`src/rtl/seg_scan_pkg.sv`:
```
// -----------------------------------------------------------------------------
// seg_scan_pkg
// Shared definitions for the seg_scan_ctrl display controller:
//   - state_t      : conversion FSM encoding (ST_IDLE, ST_CONV)
//   - SLOT_*       : scan slot indices (ones, tens/nibble 1, hundreds/nibble 2)
//   - CONV_ITERS   : shift-add-3 iterations per conversion (one per value bit)
//   - MODE_*       : display mode encodings sampled with load
// -----------------------------------------------------------------------------
package seg_scan_pkg;

  typedef enum logic {
    ST_IDLE = 1'b0,
    ST_CONV = 1'b1
  } state_t;

  localparam logic [1:0] SLOT_ONES = 2'd0;
  localparam logic [1:0] SLOT_TENS = 2'd1;
  localparam logic [1:0] SLOT_HUND = 2'd2;

  localparam int CONV_ITERS = 9;

  localparam logic MODE_HEX = 1'b0;
  localparam logic MODE_DEC = 1'b1;

endpackage

```
`src/rtl/bcd_dabble_step.sv`:
```
// -----------------------------------------------------------------------------
// bcd_dabble_step
// One combinational shift-add-3 (double dabble) iteration over a 3-digit BCD
// accumulator.
// Ports:
//   bcd_in   in  12  current BCD accumulator {hund, tens, ones}
//   shift_in in   1  next binary bit, MSB first
//   bcd_out  out 12  accumulator after add-3 correction and left shift
// -----------------------------------------------------------------------------
module bcd_dabble_step (
  input  logic [11:0] bcd_in,
  input  logic        shift_in,
  output logic [11:0] bcd_out
);

  logic [11:0] adj;

  // A nibble >= 5 would exceed 9 after doubling, so pre-correct it by +3.
  generate
    for (genvar gi = 0; gi < 3; gi++) begin : g_nibble
      assign adj[4*gi +: 4] = (bcd_in[4*gi +: 4] >= 4'd5) ? bcd_in[4*gi +: 4] + 4'd3
                                                          : bcd_in[4*gi +: 4];
    end
  endgenerate

  // The top bit shifted out is always zero for inputs up to 511.
  assign bcd_out = 12'({adj, shift_in});

endmodule

```
`src/rtl/seg_scan_ctrl.sv`:
```
// -----------------------------------------------------------------------------
// seg_scan_ctrl
// Samples a 9-bit value on load, converts it to three digits (iterative BCD in
// decimal mode, nibble split in hex mode, both taking 9 cycles), holds them in
// a display register and time-multiplexes them onto a shared digit bus.
// Parameters:
//   REFRESH_DIV  clock cycles per scan slot (2 .. 2^20)
// Ports:
//   clk        in   1  system clock
//   rst_n      in   1  asynchronous active-low reset
//   value      in   9  binary value to display
//   mode       in   1  0 = hex, 1 = decimal (sampled with load)
//   load       in   1  capture request, honoured when idle or on the final
//                      conversion edge
//   busy       out  1  conversion in progress
//   done       out  1  one-cycle pulse when the display register is updated
//   digit      out  4  nibble for the active slot
//   anode_sel  out  3  one-hot active slot (bit0 ones, bit1 tens, bit2 hund)
// Build option:
//   SEG_SCAN_BLANK_LEAD_EN  blank leading-zero hundreds/tens slots
// -----------------------------------------------------------------------------
module seg_scan_ctrl
  import seg_scan_pkg::*;
#(
  parameter int unsigned REFRESH_DIV = 50000
) (
  input  logic       clk,
  input  logic       rst_n,
  input  logic [8:0] value,
  input  logic       mode,
  input  logic       load,
  output logic       busy,
  output logic       done,
  output logic [3:0] digit,
  output logic [2:0] anode_sel
);

  localparam int             CNT_W     = $clog2(REFRESH_DIV);
  localparam logic [CNT_W-1:0] CNT_LAST  = CNT_W'(REFRESH_DIV - 1);
  localparam logic [3:0]     ITER_LAST = 4'(CONV_ITERS - 1);

  // ---------------------------------------------------------------------------
  // Conversion FSM and datapath
  // ---------------------------------------------------------------------------
  state_t      state_reg;
  logic [3:0]  iter_reg;
  logic        mode_reg;
  logic [8:0]  val_reg;
  logic [8:0]  shift_reg;
  logic [11:0] bcd_reg;
  logic [11:0] disp_reg;
  logic        busy_reg;
  logic        done_reg;

  logic [11:0] bcd_next;
  logic [11:0] conv_result;
  logic        last_iter;
  logic        accept;

  bcd_dabble_step u_step (
    .bcd_in   (bcd_reg),
    .shift_in (shift_reg[8]),
    .bcd_out  (bcd_next)
  );

  always_comb begin
    last_iter   = (state_reg == ST_CONV) && (iter_reg == ITER_LAST);
    // The final conversion edge behaves as idle for a new request, which gives
    // back-to-back conversions every 9 cycles.
    accept      = load && ((state_reg == ST_IDLE) || last_iter);
    // Hex split is {000, v[8]}, v[7:4], v[3:0}, i.e. the raw value zero-extended.
    conv_result = (mode_reg == MODE_HEX) ? {3'b000, val_reg} : bcd_next;
  end

  always_ff @(posedge clk or negedge rst_n) begin
    if (!rst_n) begin
      state_reg <= ST_IDLE;
      iter_reg  <= '0;
      mode_reg  <= MODE_HEX;
      val_reg   <= '0;
      shift_reg <= '0;
      bcd_reg   <= '0;
      disp_reg  <= '0;
      busy_reg  <= 1'b0;
      done_reg  <= 1'b0;
    end else begin
      done_reg <= last_iter;
      if (last_iter) begin
        disp_reg <= conv_result;
      end

      if (accept) begin
        state_reg <= ST_CONV;
        busy_reg  <= 1'b1;
        val_reg   <= value;
        shift_reg <= value;
        mode_reg  <= mode;
        bcd_reg   <= '0;
        iter_reg  <= '0;
      end else if (last_iter) begin
        state_reg <= ST_IDLE;
        busy_reg  <= 1'b0;
      end else if (state_reg == ST_CONV) begin
        bcd_reg   <= bcd_next;
        shift_reg <= {shift_reg[7:0], 1'b0};
        iter_reg  <= iter_reg + 4'd1;
      end
    end
  end

  assign busy = busy_reg;
  assign done = done_reg;

  // ---------------------------------------------------------------------------
  // Display scanning (free-running, independent of the FSM)
  // ---------------------------------------------------------------------------
  logic [CNT_W-1:0] cnt_reg;
  logic [1:0]       slot_reg;
  logic [1:0]       slot_next;
  logic [3:0]       digit_reg;
  logic [3:0]       digit_next;
  logic [2:0]       anode_reg;
  logic [2:0]       anode_next;
  logic             wrap;

  // Outputs are computed from the slot that will be active after this edge so
  // digit and anode_sel switch together; digit also follows a fresh commit.
  always_comb begin
    wrap      = (cnt_reg == CNT_LAST);
    slot_next = slot_reg;
    if (wrap) begin
      slot_next = (slot_reg == SLOT_HUND) ? SLOT_ONES : slot_reg + 2'd1;
    end

    digit_next = 4'd0;
    anode_next = 3'b000;
    case (slot_next)
      SLOT_ONES: begin
        digit_next = disp_reg[3:0];
        anode_next = 3'b001;
      end
      SLOT_TENS: begin
        digit_next = disp_reg[7:4];
        anode_next = 3'b010;
      end
      SLOT_HUND: begin
        digit_next = disp_reg[11:8];
        anode_next = 3'b100;
      end
      default: begin
        digit_next = 4'd0;
        anode_next = 3'b000;
      end
    endcase

`ifdef SEG_SCAN_BLANK_LEAD_EN
    // Leading-zero blanking: the slot still runs for its full time, only the
    // anode is suppressed.
    if ((slot_next == SLOT_HUND) && (disp_reg[11:8] == 4'd0)) begin
      anode_next = 3'b000;
    end
    if ((slot_next == SLOT_TENS) && (disp_reg[11:8] == 4'd0) && (disp_reg[7:4] == 4'd0)) begin
      anode_next = 3'b000;
    end
`endif
  end

  always_ff @(posedge clk or negedge rst_n) begin
    if (!rst_n) begin
      cnt_reg   <= '0;
      slot_reg  <= SLOT_ONES;
      digit_reg <= 4'd0;
      anode_reg <= 3'b001;
    end else begin
      cnt_reg   <= wrap ? '0 : cnt_reg + CNT_W'(1);
      slot_reg  <= slot_next;
      digit_reg <= digit_next;
      anode_reg <= anode_next;
    end
  end

  assign digit     = digit_reg;
  assign anode_sel = anode_reg;

endmodule

```
`config.mk`:
```
export PLATFORM = sky130hd
export DESIGN_NAME = seg_scan_ctrl
export DESIGN_NICKNAME = d
export VERILOG_FILES = /design/src/rtl/seg_scan_pkg.sv /design/src/rtl/bcd_dabble_step.sv /design/src/rtl/seg_scan_ctrl.sv
export SDC_FILE = /design/constraint.sdc
export NUM_CORES = 1
export LEC_CHECK = 0
export ABC_AREA = 1
export BUFFER_PORTS_ARGS = -buffer_cell sky130_fd_sc_hd__clkbuf_2
export CAP_MARGIN = 20
export CORE_MARGIN = 1.5
export CORE_UTILIZATION = 35
export DETAILED_ROUTE_END_ITERATION = 8
export SYNTH_ARGS = -nofsm -noshare
export SYNTH_HDL_FRONTEND = slang
export SYNTH_SLANG_ARGS = --single-unit
```
`constraint.sdc`:
```
create_clock -name clk -period 1.35 [get_ports clk]
set_clock_uncertainty 0.05 [all_clocks]
set_input_delay 0.3375 -clock clk [delete_from_list [all_inputs] [get_ports clk]]
set_output_delay 0.3375 -clock clk [all_outputs]
set_load 0.05 [all_outputs]
```
==> results_dict.tcl <==
set metrics [dict create \
    status "finished, violations left" \
    violations "setup timing" \
    relSlewSlack 0.674 \
    syn_nets 422 \
    root_buffer "clkbuf_8" \
    finalPower_mw 11.3 \
    drt_iter0_drc 174 \
    p_clk_frac 0.169 \
    leakage_nw 2.84 \
    critPathArrivalTime_ns 1.68 \
    grt_pass1_vias 3234 \
    drt-pass1-iter-count 4 \
    placed_area_mm2 0.00438 \
    antenna_left 0 \
    fin_cells 661 \
    hold_violations 0 \
    ys_warn_count 0 \
    min_period_ns 1.50 \
    setup_viol 66 \
    postLayoutCoreUtil 0.583 \
    start_util 0.356 \
    wirelength_mm 10.3 \
    fillerInstances 805 \
    fin_nets 543 \
    peakVddDrop_mv 0.974 \
    grt_overflow 0 \
    cts_htree_levels 3 \
    worst-setup-path-type "reg -> reg" \
    core_area_mm2 0.0102 \
    via_per_inst 4.93 \
    worst_slack_ns -0.150 \
    ys_seq_elements 74 \
    die_x_um 105 \
    tritoncts "done" \
    syn_to_final_growth_pct 63.7 \
    multi_input_area_mm2 0.00245 \
    grt_pass1_wl_mm 16.4 \
    p_per_area_mw_per_mm2 1890 \
    synth_top_area_frac 0.501 \
    post-route-period-util 1.11 \
    max_slew.worst_pin.slew_ns 0.485 \
    cp_max_fo 5 \
    switchingPower_mw 4.58 \
    stdcell_area_mm2 0.00597 \
    dp_cells 603 \
    synthTopCellsByArea "dfrtp_1, nand2_1, inv_1" \
    drc_errors 0 \
    pwr-share-seq 0.314 \
    cts_buffers 9 \
    place_congestion 0.821 \
    die_area_mm2 0.0110 \
    netSwitchingFraction 0.406 \
    antenna_cells 0 \
    hold_path_class "in -> reg" \
    hpwl_mm 6.01 \
    grt_max_degree 30 \
    synth.avg_cell_area_um2 9.11 \
    max_freq_mhz 667 \
    die_h_um 105 \
    numPortBuffers 21 \
    required_ns 1.53 \
    syn_area_mm2 0.00364 \
    clk_path_buf_depth 2 \
    setup.worst_path.start_class "register" \
    grt_usage 0.188 \
    num_io_pins 22 \
    ys_seq_area_frac 0.508 \
    syn_inst 400 \
    drive_gt1_frac 0.611 \
    synth.distinct_cells 41 \
    largest_register_ffs 16 \
    clk_pin_slew_ns 0.09 \
    clkLatencyLatePin_ns 0.35 \
    synth_area_leader_cell "dfrtp_1" \
    combinationalPowerShare 0.517 \
    worstSetupEndpointType "register" \
    cts_num_sinks 74 \
    rsz0062_at_grt "yes" \
    p_int_mw 6.71 \
    antenna_found_initial 0 \
    num_rows 37 \
    avgRoutedWirePerCell_um 15.6 \
    dr_total_vias 3261 \
    drv_slew 0 \
    cap_violations 0 \
    seqCellArea_mm2 0.00186 \
]
## synthesized netlist by cell type (all sizes together)
cell     instances
ha               9
xnor2            1
dfrtp           73
xor2            10
nor2            37
o21bai           1
nand2           91
a31oi            1
clkbuf           1
nand3           32
dfstp            1
nand4            3
o221ai           6
o21a             2
clkinv           2
or2              1
buf              7
inv             55
o21ai           32
mux2i            1
nand3b           3
o22ai            9
nor3             6
a221oi           1
a2bb2oi          4
a21oi           10
o211ai           1
## kinds of logic (layout without fill, tap and decap cells)
kind of cell | count (synthesis) | after routing | share of synthesized area
buf+inv | 65 | 188 | 0.0704
mux | 1 | 1 | 0.00275
compound gates | 67 | 67 | 0.114
simple gates | 173 | 175 | 0.247
xor+xnor | 11 | 11 | 0.0264
fa+ha+maj | 9 | 9 | 0.0309
flops | 74 | 74 | 0.508
## critical path, cell delays in order (launching register included)
cell and delay (ns):
dfrtp_2 0.45, nor2_4 0.17, nand2_2 0.09, nor2_4 0.17, nand2_4 0.09, nand2_4 0.11, nand2_4 0.09, nand3_2 0.09
nand3_2 0.08
## per-stage QoR
step | setup slack (ns) | TNS [ns] | hold slack [ns]
2_1_floorplan | -0.0496 | -0.793 | -0.00809
3_3_place_gp | -0.116 | -2.85 | 0.213
3_5_place_dp | -0.155 | -4.88 | 0.222
4_1_cts | -0.137 | -4.23 | 0.147
5_1_grt | -0.245 | -10.47 | 0.163
6_report | -0.150 | -5.04 | 0.171
## power by group through the flow
stage	clock network (mW)	logic, mW	registers [mW]
floorplan	0	2.10	3.58
global placement	0	3.41	3.43
detailed placement	0	3.53	3.44
CTS	1.94	4.87	3.47
global route	2.04	6.30	3.62
finish	1.91	5.84	3.55
## worst paths after layout
kind                              from            to  cells after the start  slack, ns
setup / recovery            cnt_reg[5]      digit[1]                      8      -0.15
hold / removal                value[5]    val_reg[5]                      3       0.17
setup reg to reg            cnt_reg[5]      digit[1]                      8      -0.15
hold reg to reg            disp_reg[7]   disp_reg[7]                      1       0.47
max in group asynchronous        rst_n  anode_sel[0]                      3       0.36
min in group asynchronous        rst_n    cnt_reg[9]                      2       0.38
## placed cells by master (no fill, tap or decap), drive strengths merged
cell         netlist  layout
a21oi             10      10
a221oi             1       1
a2bb2oi            4       4
a31oi              1       1
buf                7      98
bufinv             0       2
clkbuf             1      25
clkinv             2       5
clkinvlp           0       1
dfrtp             73      73
dfstp              1       1
dlygate4sd3        0       1
ha                 9       9
inv               55      56
mux2i              1       1
nand2             91      93
nand3             32      32
nand3b             3       3
nand4              3       3
nor2              37      37
nor3               6       6
o211ai             1       1
o21a               2       2
o21ai             32      32
o21bai             1       1
o221ai             6       6
o22ai              9       9
or2                1       1
xnor2              1       1
xor2              10      10
## cell type report
class	count	share of cell area
Timing Repair Buffer	115	0.172
Clock inverter	6	0.0151
Inverter	57	0.0407
Clock buffer	9	0.0208
Timing Repair inverter	1	0.000629
Sequential cell	74	0.312
Multi-Input combinational cell	263	0.411
Tap cell	136	0.0285
## routing by layer
metal / global-route usage / share of wire / vias to the layer above
li1: - / - / 1553
met1: 0.253 / 0.44 / 1625
met2: 0.310 / 0.52 / 66
met3: 0.0299 / 0.031 / 17
met4: 0.0597 / 0.016 / 0
met5: 0 / 0 / -
## timing repair
| action | in CTS | in global routing |
|---|---|---|
| cloned | 7 | 0 |
| setup buffers | 17 | 23 |
| hold endpoints to repair | 19 | 0 |
| hold buffers | 1 | 0 |
| pin swaps | 69 | 39 |
| endpoints found under the setup margin | 66 | 77 |
| gates resized for setup | 162 | 97 |
No activity file was read; power rests on OpenSTA's default activity.
